**src/rtl/mux_scan_pkg.sv**
```systemverilog
// Shared constants for the mux scan sampler and its settle counter.
// The FSM state encoding and the channel geometry of the 4-to-1 mux stage.
package mux_scan_pkg;

  // Encoding 2'd3 is unused and is decoded as IDLE.
  localparam logic [1:0] S_IDLE   = 2'd0;
  localparam logic [1:0] S_SETTLE = 2'd1;
  localparam logic [1:0] S_SAMPLE = 2'd2;

  localparam int NUM_CH = 4;
  localparam int IDX_W  = 2;

endpackage

```
**src/rtl/mux_scan_sampler_settle_counter.sv**
```systemverilog
// Settle interval counter: clear forces zero, en counts up.
// done is combinational once the last settle cycle is reached.
module settle_counter #(
  parameter int SETTLE_CYCLES = 2,
  parameter int CNT_W         = 8
) (
  input  logic clock,
  input  logic resetn,
  input  logic clear,
  input  logic en,
  output logic done
);

  localparam logic [CNT_W-1:0] LAST = CNT_W'(SETTLE_CYCLES - 1);

  logic [CNT_W-1:0] cnt_reg;

  always_ff @(posedge clock or negedge resetn) begin
    if (!resetn) begin
      cnt_reg <= '0;
    end else if (clear) begin
      cnt_reg <= '0;
    end else if (en) begin
      cnt_reg <= cnt_reg + CNT_W'(1);
    end
  end

  assign done = (cnt_reg == LAST);

endmodule

```
**src/rtl/mux_scan_sampler.sv**
```systemverilog
// Scans the four mux channels via sel, waits a settle window on each,
// samples m_in and publishes the assembled word with a valid pulse and self-check.
module mux_scan_sampler
  import mux_scan_pkg::*;
#(
  parameter int SETTLE_CYCLES = 2,
  parameter int CNT_W         = 8
) (
  input  logic       clock,
  input  logic       resetn,
  input  logic       start,
  input  logic       continuous,
  input  logic       m_in,
  input  logic [3:0] expected,
  output logic [1:0] sel,
  output logic [3:0] data_out,
  output logic       valid,
  output logic       mismatch,
  output logic       busy
);

  localparam logic [IDX_W-1:0] LAST_IDX = IDX_W'(NUM_CH - 1);

  logic [1:0]        state_reg;
  logic [1:0]        state_next;
  logic [IDX_W-1:0]  idx_reg;
  logic [NUM_CH-1:0] shadow_reg;
  logic [NUM_CH-1:0] word;
  logic              settle_en;
  logic              settle_done;

  // The counter only runs inside SETTLE and sits at zero everywhere else.
  assign settle_en = (state_reg == S_SETTLE);

  settle_counter #(
    .SETTLE_CYCLES(SETTLE_CYCLES),
    .CNT_W        (CNT_W)
  ) u_settle (
    .clock (clock),
    .resetn(resetn),
    .clear (!settle_en),
    .en    (settle_en),
    .done  (settle_done)
  );

  assign word = {m_in, shadow_reg[NUM_CH-2:0]};

  always_comb begin
    state_next = state_reg;
    case (state_reg)
      S_SETTLE: begin
        if (settle_done) begin
          state_next = S_SAMPLE;
        end
      end
      S_SAMPLE: begin
        if (idx_reg != LAST_IDX) begin
          state_next = S_SETTLE;
        end else begin
          state_next = continuous ? S_SETTLE : S_IDLE;
        end
      end
      default: begin
        state_next = start ? S_SETTLE : S_IDLE;
      end
    endcase
  end

  always_ff @(posedge clock or negedge resetn) begin
    if (!resetn) begin
      state_reg  <= S_IDLE;
      idx_reg    <= '0;
      shadow_reg <= '0;
      sel        <= '0;
      data_out   <= '0;
      valid      <= 1'b0;
      mismatch   <= 1'b0;
      busy       <= 1'b0;
    end else begin
      state_reg <= state_next;
      busy      <= (state_next != S_IDLE);
      valid     <= 1'b0;
      case (state_reg)
        S_SETTLE: begin
        end
        S_SAMPLE: begin
          shadow_reg[idx_reg] <= m_in;
          if (idx_reg != LAST_IDX) begin
            idx_reg <= idx_reg + IDX_W'(1);
            sel     <= idx_reg + IDX_W'(1);
          end else begin
            data_out <= word;
            mismatch <= (word != expected);
            valid    <= 1'b1;
            idx_reg  <= '0;
            // Returning to IDLE leaves sel on the last channel.
            if (continuous) begin
              sel <= '0;
            end
          end
        end
        default: begin
          if (start) begin
            idx_reg <= '0;
            sel     <= '0;
          end
        end
      endcase
    end
  end

endmodule
```
**config.mk**
```make
export PLATFORM = sky130hd
export DESIGN_NAME = mux_scan_sampler
export DESIGN_NICKNAME = d
export VERILOG_FILES = /design/src/rtl/mux_scan_pkg.sv /design/src/rtl/mux_scan_sampler_settle_counter.sv /design/src/rtl/mux_scan_sampler.sv
export SDC_FILE = /design/constraint.sdc
export NUM_CORES = 1
export LEC_CHECK = 0
export BUFFER_PORTS_ARGS = -buffer_cell sky130_fd_sc_hd__buf_4
export CORE_MARGIN = 5
export CORE_UTILIZATION = 49
export DETAILED_ROUTE_END_ITERATION = 7
export PLACE_DENSITY = 0.73
export SLEW_MARGIN = 30
export SYNTH_ARGS = -nofsm -noshare
export SYNTH_HDL_FRONTEND = slang
export SYNTH_SLANG_ARGS = --single-unit
```
**constraint.sdc**
```tcl
create_clock -name clock -period 1.4 [get_ports clock]
set_clock_uncertainty 0.05 [all_clocks]
set_input_delay 0 -clock clock [delete_from_list [all_inputs] [get_ports clock]]
set_output_delay 0 -clock clock [all_outputs]
set_load 0.02 [all_outputs]
```
==> flow_summary.json <==
{
  "dr.pass1.iters": 4,
  "worst_slack_ns": -0.0554,
  "antenna_found_initial": 0,
  "grt-busiest-layer": "met2",
  "netlist_area_um2": 1160,
  "grt_pass1_vias": 928,
  "required_ns": 1.57,
  "synth_ff_type": "dfrtp_1",
  "n_antenna_cell": 0,
  "ys_warn_count": 0,
  "startpoint": "idx_reg[0]",
  "rsz0062_at_grt": "true",
  "path_max_fanout": 4,
  "grt_max_degree": 25,
  "worst-path-buf-inv": 1,
  "portBuffers": 17,
  "irDropWorstVdd_mv": 1.03,
  "synth_mux_area_frac": 0.0774,
  "fin_cells": 170,
  "worst_hold_path_type": "in -> async",
  "rrSetupSlack_ns": -0.06,
  "grt_use_total": 0.161,
  "met1_usage": 0.198,
  "p_per_area_nw_per_um2": 1250,
  "arrival_ns": 1.62,
  "dp_hpwl_um": 1800,
  "synthDistinctLibCells": 27,
  "placed_cell_area_um2": 1430,
  "first_iter_violations": 30,
  "reg2regPathDepth": 5,
  "num_vias": 921,
  "ys_seq_elements": 24,
  "p_int_uw": 1360,
  "comb_power_share": 0.376,
  "synth_most_common_cell": "dfrtp_1",
  "end_kind": "flip-flop",
  "crit_type": "reg -> reg",
  "synth_xor_area_frac": 0.0527,
  "fin_util": 0.736,
  "whs_ns": 0.0436,
  "num_rows": 17,
  "dpl.cell_count": 161,
  "die_w_um": 58.7,
  "reg2reg_from": "idx_reg[0]",
  "power_leakage_uw": 0.000741,
  "overflow": 0,
  "critical_path.startpoint_type": "flip-flop",
  "worst_pin_slew_ns": 0.301,
  "swShare": 0.339,
  "clk_path_buf_depth": 2,
  "violations": "setup timing",
  "status": "finished with violations",
  "final_cell_area_um2": 1640,
  "period_share": 1.04,
  "route.detailed.drc": 0,
  "netlist_top_cells_area": "dfrtp_1 (52%), ha_1 (8.6%), mux2_2 (7.7%)",
  "synth-seq-area-share": 0.516,
  "layout-drive-gt1-share": 0.486,
  "drt-vias-per-instance": 5.42,
  "root_buffer": "clkbuf_4",
  "synthAdderAreaFrac": 0.0860,
  "synth_top_area_cell": "dfrtp_1",
  "cts_max_level": 1,
  "cts_buffers": 3,
  "finalSetupViolations": 1,
  "ys_top_cells_by_count": "dfrtp_1 (24), ha_1 (8), inv_1 (8), mux2_2 (8), nand2_1 (7)",
  "path_cells": "inv_2 -> ha_4 -> nor2b_4 -> mux2_4 -> a22o_1",
  "dieArea_um2": 3450,
  "critical-path-max-stage-delay_ns": 0.45,
  "synth-edff-count": 0,
  "fmax_mhz": 687,
  "worstSkewPairLatency_ns": 0.32,
  "nNetsFinal": 160,
  "wl_per_cell_um": 15.4,
  "syn_area_per_cell_um2": 11.3,
  "cts.sinks": 24,
  "synth_compound_area_frac": 0.106,
  "synthArstFlopShare": 1.00,
  "grt_pass1_wl_um": 4260,
  "r2r-end": "sel[1]",
  "netlist_instances": 103,
  "syn_to_final_growth_pct": 41.2,
  "relSlewSlack": 0.799,
  "globalplace.congestion": 0.743,
  "synth_top_family_by_area": "simple AND/OR/NAND/NOR gates",
  "cts_tree": "done",
  "synth_fp_nets": 120,
  "maxSlewViolCount": 0,
  "drt-total-wl_um": 2620,
  "cpMaxStageDelayCell": "dfrtp_1",
  "largest_reg_flops": 8,
  "clk_pin_slew_worst_paths_ns": 0.14,
  "initial_core_util": 0.521,
  "p_clk_frac": 0.180,
  "use_met3": 0.0285,
  "seqPwrFrac": 0.444,
  "maxCapViolations": 0,
  "p_sw_uw": 696,
  "pin_count": 18,
  "final_hold_viol_count": 0,
  "crit_family": "flip-flops",
  "core_region_area_um2": 2230,
  "detail-route-antenna-nets": 0,
  "netlist.area_leader.share": 0.516,
  "synthSimpleGateAreaFrac": 0.131,
  "min_period_ns": 1.46,
  "use_met2": 0.276,
  "fp.dieH_um": 58.7
}
[through the flow]
step	worst slack (ns)	total power [uW]	TNS [ns]
final	-0.0554	2050	-0.0554
after global routing	-0.110	2190	-0.214
after CTS	-0.0959	1900	-0.157
after detailed placement	-0.0949	1500	-0.502
after global placement	-0.0474	1470	-0.0530
after floorplan	-0.0329	1240	-0.104
[cell families (layout without fill, tap and decap cells)]
family	after synthesis	in the layout
AO/OA/AOI/OAI	18	18
XOR/XNOR	7	7
adder cells (fa/ha/maj)	8	8
buffers and inverters	9	48
flip-flops	24	24
multiplexers	8	8
AND/OR/NAND/NOR	29	29
[cells in the final DEF (no fill, tap or decap), drive strengths merged, types with 2 or more instances in the layout]
| master | netlist | routed |
|---|---|---|
| a22o | 4 | 4 |
| or3 | 3 | 3 |
| nor2b | 2 | 2 |
| nor4 | 2 | 2 |
| inv | 8 | 8 |
| o21ai | 5 | 5 |
| clkbuf | 0 | 4 |
| nor2 | 6 | 6 |
| nand2 | 7 | 7 |
| xor2 | 6 | 6 |
| nand2b | 2 | 2 |
| nand3 | 4 | 4 |
| a21oi | 4 | 4 |
| buf | 1 | 33 |
| dfrtp | 24 | 24 |
| dlygate4sd3 | 0 | 3 |
| mux2 | 8 | 8 |
| ha | 8 | 8 |
[layer usage]
metal	up-vias	part of all wire
li1	437	-
met1	457	0.42
met2	25	0.52
met3	2	0.046
met4	0	0.0065
met5	-	0
[power groups by stage]
stage / clock network (uW) / logic, uW / registers [uW]
2_1_floorplan: 0 / 336 / 909
3_3_place_gp: 0 / 582 / 886
3_5_place_dp: 0 / 605 / 894
4_1_cts: 380 / 638 / 879
5_1_grt: 415 / 843 / 931
6_report: 369 / 771 / 912
[cell type report]
type | instances | area, um^2
Clock buffer | 4 | 36.3
Fill cell | 154 | 591
Inverter | 8 | 30.0
Multi-Input combinational cell | 70 | 653
Sequential cell | 24 | 603
Tap cell | 28 | 35.0
Timing Repair Buffer | 36 | 285
[how the worst max path moves through the flow]
stage | endpoint | depth (start not counted)
global placement | sel[1] | 5
floorplan | sel[1] | 5
finish | sel[1] | 5
detailed placement | sel[1] | 5
global route | sel[1] | 5
CTS | sel[1] | 5
[what timing repair did]
item                       CTS  global route
pin swaps                    1             1
setup buffers                1             1
hold buffers                 3             0
cloned                       0             0
gates resized for setup      5            25
hold endpoints to repair    30             0
setup endpoints to repair   11            13
(Power assumes the default switching activity.)
